`src/rtl/hps_spim0_pkg.sv`:
```
// Shared definitions for the HPS spim0 SPI responder: FSM state encoding,
// default frame width and the default idle fill byte.
package hps_spim0_pkg;

    typedef enum logic {
        SPIS_IDLE  = 1'b0,
        SPIS_SHIFT = 1'b1
    } spis_state_e;

    localparam int         SPIS_DATA_W    = 8;
    localparam logic [7:0] SPIS_IDLE_FILL = 8'h00;

endpackage

```
`src/rtl/spis_sync_edge.sv`:
```
// N-stage synchronizer with registered rise/fall pulses.
// Edge pulses are suppressed until the chain holds only real samples, so the
// reset value can never be mistaken for an edge on the pin.
module spis_sync_edge #(
    parameter int   SYNC_STAGES = 2,
    parameter logic RST_VAL     = 1'b0
) (
    input  logic clk_i,
    input  logic rst_i,
    input  logic d_i,
    output logic level_o,
    output logic rise_o,
    output logic fall_o
);

    logic [SYNC_STAGES-1:0] sync_q;
    logic [SYNC_STAGES:0]   fill_q;
    logic                   prev_q;
    logic                   rise_q;
    logic                   fall_q;
    logic                   sync_out;

    assign sync_out = sync_q[SYNC_STAGES-1];
    assign level_o  = prev_q;
    assign rise_o   = rise_q;
    assign fall_o   = fall_q;

    // Metastability chain from the asynchronous pin.
    always_ff @(posedge clk_i or posedge rst_i) begin
        if (rst_i) begin
            sync_q <= {SYNC_STAGES{RST_VAL}};
        end else begin
            sync_q <= {sync_q[SYNC_STAGES-2:0], d_i};
        end
    end

    // Edge detection, qualified once the chain has been flushed after reset.
    always_ff @(posedge clk_i or posedge rst_i) begin
        if (rst_i) begin
            fill_q <= '0;
            prev_q <= RST_VAL;
            rise_q <= 1'b0;
            fall_q <= 1'b0;
        end else begin
            fill_q <= {fill_q[SYNC_STAGES-1:0], 1'b1};
            prev_q <= sync_out;
            rise_q <= fill_q[SYNC_STAGES] & sync_out & ~prev_q;
            fall_q <= fill_q[SYNC_STAGES] & ~sync_out & prev_q;
        end
    end

endmodule

```
`src/rtl/hps_spim0_slave.sv`:
```
// SPI mode-0 responder for the HPS spim0 master, oversampled in clk_clk.
// Received frames leave on a valid/ready stream with a sticky overrun flag;
// transmit bytes enter through a one-deep holding register.
// Optional build macro HPS_SPIM0_SLAVE_MISO_OE_EN adds spi_miso_oe (= busy)
// for an external tri-state buffer.
module hps_spim0_slave
    import hps_spim0_pkg::*;
#(
    parameter int                DATA_W      = SPIS_DATA_W,
    parameter int                SYNC_STAGES = 2,
    parameter logic [DATA_W-1:0] IDLE_FILL   = DATA_W'(SPIS_IDLE_FILL)
) (
    input  logic              clk_clk,
    input  logic              reset_reset,
    input  logic              spi_sclk,
    input  logic              spi_mosi,
    input  logic              spi_ss_n,
    output logic              spi_miso,
    output logic [DATA_W-1:0] rx_data,
    output logic              rx_valid,
    input  logic              rx_ready,
    output logic              rx_overrun,
    input  logic              ovr_clr,
    input  logic [DATA_W-1:0] tx_data,
    input  logic              tx_valid,
    output logic              tx_ready,
    output logic              busy
`ifdef HPS_SPIM0_SLAVE_MISO_OE_EN
    ,
    output logic              spi_miso_oe
`endif
);

    localparam int CNT_W = (DATA_W > 2) ? $clog2(DATA_W) : 1;

    logic sclk_lvl, sclk_rise, sclk_fall;
    logic mosi_lvl, mosi_rise, mosi_fall;
    logic ss_n_lvl, ss_rise, ss_fall;

    spis_sync_edge #(.SYNC_STAGES(SYNC_STAGES), .RST_VAL(1'b0)) u_sync_sclk (
        .clk_i  (clk_clk),
        .rst_i  (reset_reset),
        .d_i    (spi_sclk),
        .level_o(sclk_lvl),
        .rise_o (sclk_rise),
        .fall_o (sclk_fall)
    );

    spis_sync_edge #(.SYNC_STAGES(SYNC_STAGES), .RST_VAL(1'b0)) u_sync_mosi (
        .clk_i  (clk_clk),
        .rst_i  (reset_reset),
        .d_i    (spi_mosi),
        .level_o(mosi_lvl),
        .rise_o (mosi_rise),
        .fall_o (mosi_fall)
    );

    // Slave select resets to the inactive level so busy is low in reset.
    spis_sync_edge #(.SYNC_STAGES(SYNC_STAGES), .RST_VAL(1'b1)) u_sync_ss (
        .clk_i  (clk_clk),
        .rst_i  (reset_reset),
        .d_i    (spi_ss_n),
        .level_o(ss_n_lvl),
        .rise_o (ss_rise),
        .fall_o (ss_fall)
    );

    logic unused_edges;
    assign unused_edges = ^{sclk_lvl, mosi_rise, mosi_fall};

    spis_state_e       state_q;
    logic [CNT_W-1:0]  cnt_q;
    logic [DATA_W-2:0] rx_sh_q;
    logic [DATA_W-1:0] rx_sh_d;
    logic [DATA_W-1:0] tx_sh_q;
    logic              reload_q;
    logic              miso_q;
    logic [DATA_W-1:0] rx_data_q;
    logic              rx_valid_q;
    logic              ovr_q;
    logic [DATA_W-1:0] hold_q;
    logic              tx_rdy_q;

    logic              last_bit;
    logic              frame_done;
    logic              load;
    logic              tx_wr;
    logic [DATA_W-1:0] load_val;

    assign rx_sh_d    = {rx_sh_q, mosi_lvl};
    assign last_bit   = (cnt_q == CNT_W'(DATA_W - 1));
    assign frame_done = (state_q == SPIS_SHIFT) && !ss_rise && sclk_rise && last_bit;
    assign load       = ((state_q == SPIS_IDLE) && ss_fall) || frame_done;
    assign tx_wr      = tx_valid && tx_rdy_q;
    // An empty holding register (tx_ready high) means the idle fill goes out.
    assign load_val   = tx_rdy_q ? IDLE_FILL : hold_q;

    assign spi_miso   = miso_q;
    assign rx_data    = rx_data_q;
    assign rx_valid   = rx_valid_q;
    assign rx_overrun = ovr_q;
    assign tx_ready   = tx_rdy_q;
    assign busy       = ~ss_n_lvl;
`ifdef HPS_SPIM0_SLAVE_MISO_OE_EN
    assign spi_miso_oe = ~ss_n_lvl;
`endif

    // TX holding register: a write beats a same-cycle load, which takes the old contents.
    always_ff @(posedge clk_clk or posedge reset_reset) begin
        if (reset_reset) begin
            hold_q   <= '0;
            tx_rdy_q <= 1'b1;
        end else if (tx_wr) begin
            hold_q   <= tx_data;
            tx_rdy_q <= 1'b0;
        end else if (load) begin
            tx_rdy_q <= 1'b1;
        end
    end

    // RX stream: a new frame always wins over a consumer handshake or overrun clear.
    always_ff @(posedge clk_clk or posedge reset_reset) begin
        if (reset_reset) begin
            rx_data_q  <= '0;
            rx_valid_q <= 1'b0;
            ovr_q      <= 1'b0;
        end else begin
            if (frame_done) begin
                rx_data_q  <= rx_sh_d;
                rx_valid_q <= 1'b1;
            end else if (rx_ready) begin
                rx_valid_q <= 1'b0;
            end
            if (frame_done && rx_valid_q && !rx_ready) begin
                ovr_q <= 1'b1;
            end else if (ovr_clr) begin
                ovr_q <= 1'b0;
            end
        end
    end

    // Frame FSM: shift in on SCLK rise, shift out on SCLK fall, abort on SS rise.
    always_ff @(posedge clk_clk or posedge reset_reset) begin
        if (reset_reset) begin
            state_q  <= SPIS_IDLE;
            cnt_q    <= '0;
            rx_sh_q  <= '0;
            tx_sh_q  <= '0;
            reload_q <= 1'b0;
            miso_q   <= 1'b0;
        end else begin
            case (state_q)
                SPIS_IDLE: begin
                    miso_q <= 1'b0;
                    if (ss_fall) begin
                        state_q  <= SPIS_SHIFT;
                        tx_sh_q  <= load_val;
                        miso_q   <= load_val[DATA_W-1];
                        cnt_q    <= '0;
                        reload_q <= 1'b0;
                    end
                end
                SPIS_SHIFT: begin
                    if (ss_rise) begin
                        state_q  <= SPIS_IDLE;
                        cnt_q    <= '0;
                        miso_q   <= 1'b0;
                        reload_q <= 1'b0;
                    end else begin
                        if (sclk_rise) begin
                            rx_sh_q <= rx_sh_d[DATA_W-2:0];
                            if (last_bit) begin
                                cnt_q    <= '0;
                                tx_sh_q  <= load_val;
                                // The fresh MSB waits for the frame's final SCLK fall.
                                reload_q <= 1'b1;
                            end else begin
                                cnt_q <= cnt_q + CNT_W'(1);
                            end
                        end
                        if (sclk_fall) begin
                            if (reload_q) begin
                                miso_q   <= tx_sh_q[DATA_W-1];
                                reload_q <= 1'b0;
                            end else begin
                                tx_sh_q <= tx_sh_q << 1;
                                miso_q  <= tx_sh_q[DATA_W-2];
                            end
                        end
                    end
                end
                default: state_q <= SPIS_IDLE;
            endcase
        end
    end

endmodule

```
`config.mk`:
```
export PLATFORM = sky130hd
export DESIGN_NAME = hps_spim0_slave
export DESIGN_NICKNAME = d
export VERILOG_FILES = /design/src/rtl/hps_spim0_pkg.sv /design/src/rtl/spis_sync_edge.sv /design/src/rtl/hps_spim0_slave.sv
export SDC_FILE = /design/constraint.sdc
export NUM_CORES = 1
export LEC_CHECK = 0
export CAP_MARGIN = 20
export CORE_UTILIZATION = 49
export CTS_CLUSTER_DIAMETER = 30
export DETAILED_ROUTE_END_ITERATION = 8
export PLACE_DENSITY_LB_ADDON = 0.2
export SYNTH_ARGS = -nofsm -noshare
export SYNTH_HDL_FRONTEND = slang
export SYNTH_SLANG_ARGS = --single-unit
```
`constraint.sdc`:
```
create_clock -name clk_clk -period 2.2 [get_ports clk_clk]
set_input_delay 0.55 -clock clk_clk [delete_from_list [all_inputs] [get_ports clk_clk]]
set_output_delay 0.55 -clock clk_clk [all_outputs]
set_load 0.005 [all_outputs]
```
Yosys cells after proc, flatten, opt, wreduce, memory -nomap -nowiden
Cells that the tools add are included.

Add/subtract/negate cells: 1. Eq/ne operators: 5. Mux-type cells: 34. Bitwise logic cells: 14. Reductions and logical operators: 16.

Operators by type and width (number): 2-to-1 mux 8 bit (7); 2-to-1 mux 1 bit (18); one-hot mux 8 bit (2 select lines) (1); 2-to-1 mux 3 bit (4); AND 1 bit (8); logical AND 1 bit (7); inequality test 3 x 1 -> 1 bit, second input constant (2); NOT 1 bit (6); one-hot mux 1 bit (2 select lines) (3); one-hot mux 3 bit (2 select lines) (1); nonzero test 2 bit (3); AND reduction 2 bit (2); adder 3 x 1 -> 3 bit, second input constant (1); == test 3 bit, second input constant (1); AND reduction 3 bit (1); logical NOT 1 bit (2); inequality test 2 x 1 -> 1 bit, second input constant (1); inequality test 2 bit, second input constant (1); logical OR 1 bit (1).

Register bits after elaboration: 59. Bits of input ports: 16. Output and inout port bits: 13. Word-level logic and storage cells: 93.

Longest topological paths before layout
Depth in word-level cells: 7. Gate-level depth with buffers: 6. Mapped depth without buffers: 5.

Hierarchy
Synthesis repeated with hierarchy kept, for this count alone.

Cells, all modules: 197. Area, all modules: 2572.5 sq um.

By module, submodules not included: hps_spim0_slave (times used 1, cells each 161, area an instance 1893.1 sq um, seq. area each 1002.2 sq um); spis_sync_edge (u_sync_mosi ...) (times used 2, cells each 12, area an instance 225.2 sq um, seq. area each 200.2 sq um); spis_sync_edge (u_sync_ss) (times used 1, cells each 12, area an instance 229.0 sq um, seq. area each 203.9 sq um).

Worst setup path after synthesis
OpenSTA, ideal clock, no wires.

Path kind: register -> register. From: reg cnt_q[0]. To: reg tx_sh_q[7]. Setup time: 0.140 ns. Arrival time: 1.501 ns. Required time: 2.060 ns. Setup slack: 0.559 ns. Cell stages (with the launch flop): 7. Path buffers: 1. Period minus slack after synthesis: 1.641 ns. Cell sequence: dfrtp_1 > ha_1 > ha_1 > buf_6 > and4b_1 > o311ai_1 > o211ai_1.

Word-level cells in the longest chain between the ends: 7.

RTL lines: start, declared (RTL line hps_spim0_slave.sv:72) `logic [CNT_W-1:0] cnt_q;`; start signal, assigned (RTL line hps_spim0_slave.sv:178) `cnt_q <= cnt_q + CNT_W'(1);`; == test 3 bit * (RTL line hps_spim0_slave.sv:91) `assign last_bit = (cnt_q == CNT_W'(DATA_W - 1));`; 2-to-1 mux 8 bit * (RTL line hps_spim0_slave.sv:172) `if (last_bit) begin`; 2-to-1 mux 8 bit * (RTL line hps_spim0_slave.sv:170) `if (sclk_rise) begin`; 2-to-1 mux 8 bit (RTL line hps_spim0_slave.sv:182) `if (reload_q) begin`; 2-to-1 mux 8 bit * (RTL line hps_spim0_slave.sv:181) `if (sclk_fall) begin`; 2-to-1 mux 8 bit * (RTL line hps_spim0_slave.sv:164) `if (ss_rise) begin`; one-hot mux 8 bit (2 select lines) * (RTL line hps_spim0_slave.sv:152) `case (state_q)`; end signal, assigned (RTL line hps_spim0_slave.sv:157) `tx_sh_q <= load_val;`; end signal, assigned (RTL line hps_spim0_slave.sv:174) `tx_sh_q <= load_val;`; end signal, assigned (RTL line hps_spim0_slave.sv:186) `tx_sh_q <= tx_sh_q << 1;`; end, declared (RTL line hps_spim0_slave.sv:75) `logic [DATA_W-1:0] tx_sh_q;`.

Every way passes the cells marked *; elsewhere a longest branch is shown, timed or not. The select of a mux whose other input is x is not followed. A chain may end at the register's enable or synchronous reset.

Worst setup path after layout
From: reg tx_rdy_q (netlist: tx_ready). To: out tx_ready.

RTL lines: start, declared (RTL line hps_spim0_slave.sv:82) `logic tx_rdy_q;`; start signal, assigned (RTL line hps_spim0_slave.sv:112) `tx_rdy_q <= 1'b1;`; start signal, assigned (RTL line hps_spim0_slave.sv:115) `tx_rdy_q <= 1'b0;`; start signal, assigned (RTL line hps_spim0_slave.sv:117) `tx_rdy_q <= 1'b1;`; end, declared (RTL line hps_spim0_slave.sv:26) `output logic tx_ready,`.

No word-level cell between the ends.

==> impl_metrics.env <==
export IMPL_outcome="completed"
export IMPL_final_common_cell="dfrtp_1"
export IMPL_ir_worst_vdd_v=0.0007058
export IMPL_drive_above_1_share=0.1441
export IMPL_wl_um=4567
export IMPL_setup_viol=0
export IMPL_layout_common_cells="dfrtp_1 (52), clkdlybuf4s50_1 (28), mux2_1 (15)"
export IMPL_syn_to_final_growth_pct=17.90
export IMPL_post_route_period_util=0.8546
export IMPL_holdBufCountCts=0
export IMPL_antenna_found_initial=0
export IMPL_place_area_um2=2848
export IMPL_h_tree_depth=2
export IMPL_dp_hpwl_um=3193
export IMPL_clock_skew_ps=5.949
export IMPL_drc=0
export IMPL_path_clk_slew_ps=90
export IMPL_grt_first_pass_wirelength_um=7645
export IMPL_tightest_slew_ps=509.4
export IMPL_fin_cells=289
export IMPL_avgSynthCellArea_um2=13.14
export IMPL_clkPwrFrac=0.236
export IMPL_syn_area_um2=2510
export IMPL_cp_end_kind="output port"
export IMPL_setup_tns_ps=0
export IMPL_power_density_nw_per_um2=947.4
export IMPL_wire_per_inst_um=15.80
export IMPL_first_global_vias=1682
export IMPL_relSlewSlack=0.6604
export IMPL_clockBufferDepth=2
export IMPL_core_um2=4817
export IMPL_min_period_ps=1880
export IMPL_ys_async_sr_fraction=1.000
export IMPL_yosys_warnings=0
export IMPL_combPwrFrac=0.244
export IMPL_placedCellCount=281
export IMPL_drt_iter0_markers=79
export IMPL_startpoint_type="flop"
export IMPL_rsz0062_at_grt="no"
export IMPL_grt_max_degree=57
export IMPL_ant_nets=0
export IMPL_crit_fanout=2
export IMPL_seq_power_share=0.519
export IMPL_cts_setup_buffers=0
export IMPL_cts_made_buffers=5
export IMPL_fin_nets=240
export IMPL_utilization=0.6143
export IMPL_viasPerCell=5.543
export IMPL_synth_ff_type="dfrtp_1"
export IMPL_cap_violations=0
export IMPL_post_route_cell_area_um2=2959
export IMPL_dieArea_um2=5413
export IMPL_die_w_um=73.57
export IMPL_port_buffers=28
export IMPL_p_sw_mw=0.8230
export IMPL_io_pins=29
export IMPL_synth_edf_count=0
export IMPL_synth_seq_area_share=0.5603
export IMPL_cts_resized=0
export IMPL_path_delay_family="flip-flops"
export IMPL_maxSlewViolCount=0
export IMPL_fin_ws_ps=319.9
export IMPL_slowest_delay_ps=540
export IMPL_crit_type="flop to output port"
export IMPL_p_leak_nw=1.373
export IMPL_synth_ff_latch_count=56
export IMPL_initial_core_util=0.5210
export IMPL_routabilityCongestion=0.8075
export IMPL_path_buf_inv=1
export IMPL_vias=1602
export IMPL_crit_slowest_cell="dfstp_2"
export IMPL_clockRootBuffer="clkbuf_8"
export IMPL_die_height_um=73.57
export IMPL_synth_distinct_cells=44
export IMPL_track_usage=0.1890
export IMPL_min_path_type="flop to flop"
export IMPL_internal_power_mw=1.981
export IMPL_drt_pass1_iter_count=4
export IMPL_std_cell_rows=25
export IMPL_required_ps=1650
export IMPL_cts_tree="yes"
export IMPL_max_freq_ghz=0.5319
export IMPL_cp_arrival_ps=1330
export IMPL_syn_inst=191
export IMPL_clock_latency_ps=300
export IMPL_crit_chain="clkdlybuf4s50_1"
export IMPL_syn_nets=210
export IMPL_final_hold_viol_count=0
export IMPL_overflow=0
export IMPL_diodes=0
export IMPL_dp_slack_ps=329.0
export IMPL_sw_frac_of_total=0.2936
export IMPL_clock_sinks=56
cell type report:
class                           count  area, um2
Multi-Input combinational cell    121       1012
Clock buffer                        6      72.57
Sequential cell                    56       1406
Fill cell                         396       1858
Clock inverter                      2      38.79
Inverter                            4      15.01
Timing Repair Buffer               33      330.3
Tap cell                           67      83.83
final timing paths:
path                       cells after the start                start  slack, ps               endpoint
min in group asynchronous                      3          reset_reset        600             rx_data[0]
setup / recovery                               1             tx_ready        320               tx_ready
hold / removal                                 0  u_sync_ss.fill_q[1]        360  u_sync_sclk.fill_q[2]
max in group asynchronous                      3          reset_reset       1310               tx_ready
hold reg to reg                                0  u_sync_ss.fill_q[1]        360  u_sync_sclk.fill_q[2]
setup reg to reg                               5             cnt_q[0]        320             rx_data[5]
power groups by stage:
stage	Clock (mW)	Combinational (mW)	Sequential [mW]
2_1_floorplan	0	0.527	1.40
3_3_place_gp	0	0.641	1.45
3_5_place_dp	0	0.682	1.47
4_1_cts	0.690	0.688	1.45
5_1_grt	0.728	0.759	1.48
6_report	0.662	0.685	1.46
registers in the layout (all words and copies together) (netlist names), 2 cells and up:
name,cells
u_sync_mosi.sync_q,2
u_sync_ss.sync_q,2
u_sync_sclk.sync_q,2
hold_q,8
rx_data,8
tx_sh_q,8
cnt_q,3
rx_sh_q,7
u_sync_sclk.fill_q,2
cell families (layout without fill, tap and decap cells):
kind of cell | Yosys count | after routing | share of synthesized area
simple gates | 50 | 50 | 0.1396
fa+ha+maj | 3 | 3 | 0.01496
buf+inv | 14 | 45 | 0.03639
other cells | 1 | 1 | 0.001494
mux | 28 | 28 | 0.1336
compound gates | 39 | 39 | 0.1137
flops | 56 | 56 | 0.5603
metal layers:
layer	wire length, um	part of all wire	global-route usage	vias to the layer above
met1	1974	0.43	0.2332	790
met3	251	0.055	0.04801	6
li1	-	-	-	748
met5	0	0	0	-
met4	48	0.011	0.08120	0
met2	2292	0.50	0.3150	58
cell usage after synthesis (4+ instances only):
cell	count	share of area
nand2_1	9	0.013
o21ai_0	4	0.0080
dfrtp_1	52	0.52
o311ai_1	5	0.017
o21ai_1	4	0.0080
a2bb2oi_1	5	0.017
nor2_1	5	0.0075
mux2_4	7	0.042
inv_1	4	0.0060
a21boi_0	6	0.018
nor2b_1	10	0.025
mux2_1	15	0.067
dfstp_2	4	0.042
mux2i_1	5	0.020
and4b_1	4	0.016
buf_2	4	0.0080
or3b_1	5	0.017
per-stage QoR:
stage                     total power [mW]  hold WS [ps]
after floorplan                      1.927         331.2
after global placement               2.091         332.3
after detailed placement             2.153         335.5
after CTS                            2.827         357.6
after global routing                 2.970         366.7
final                                2.804         357.0
(Power assumes the default switching activity.)
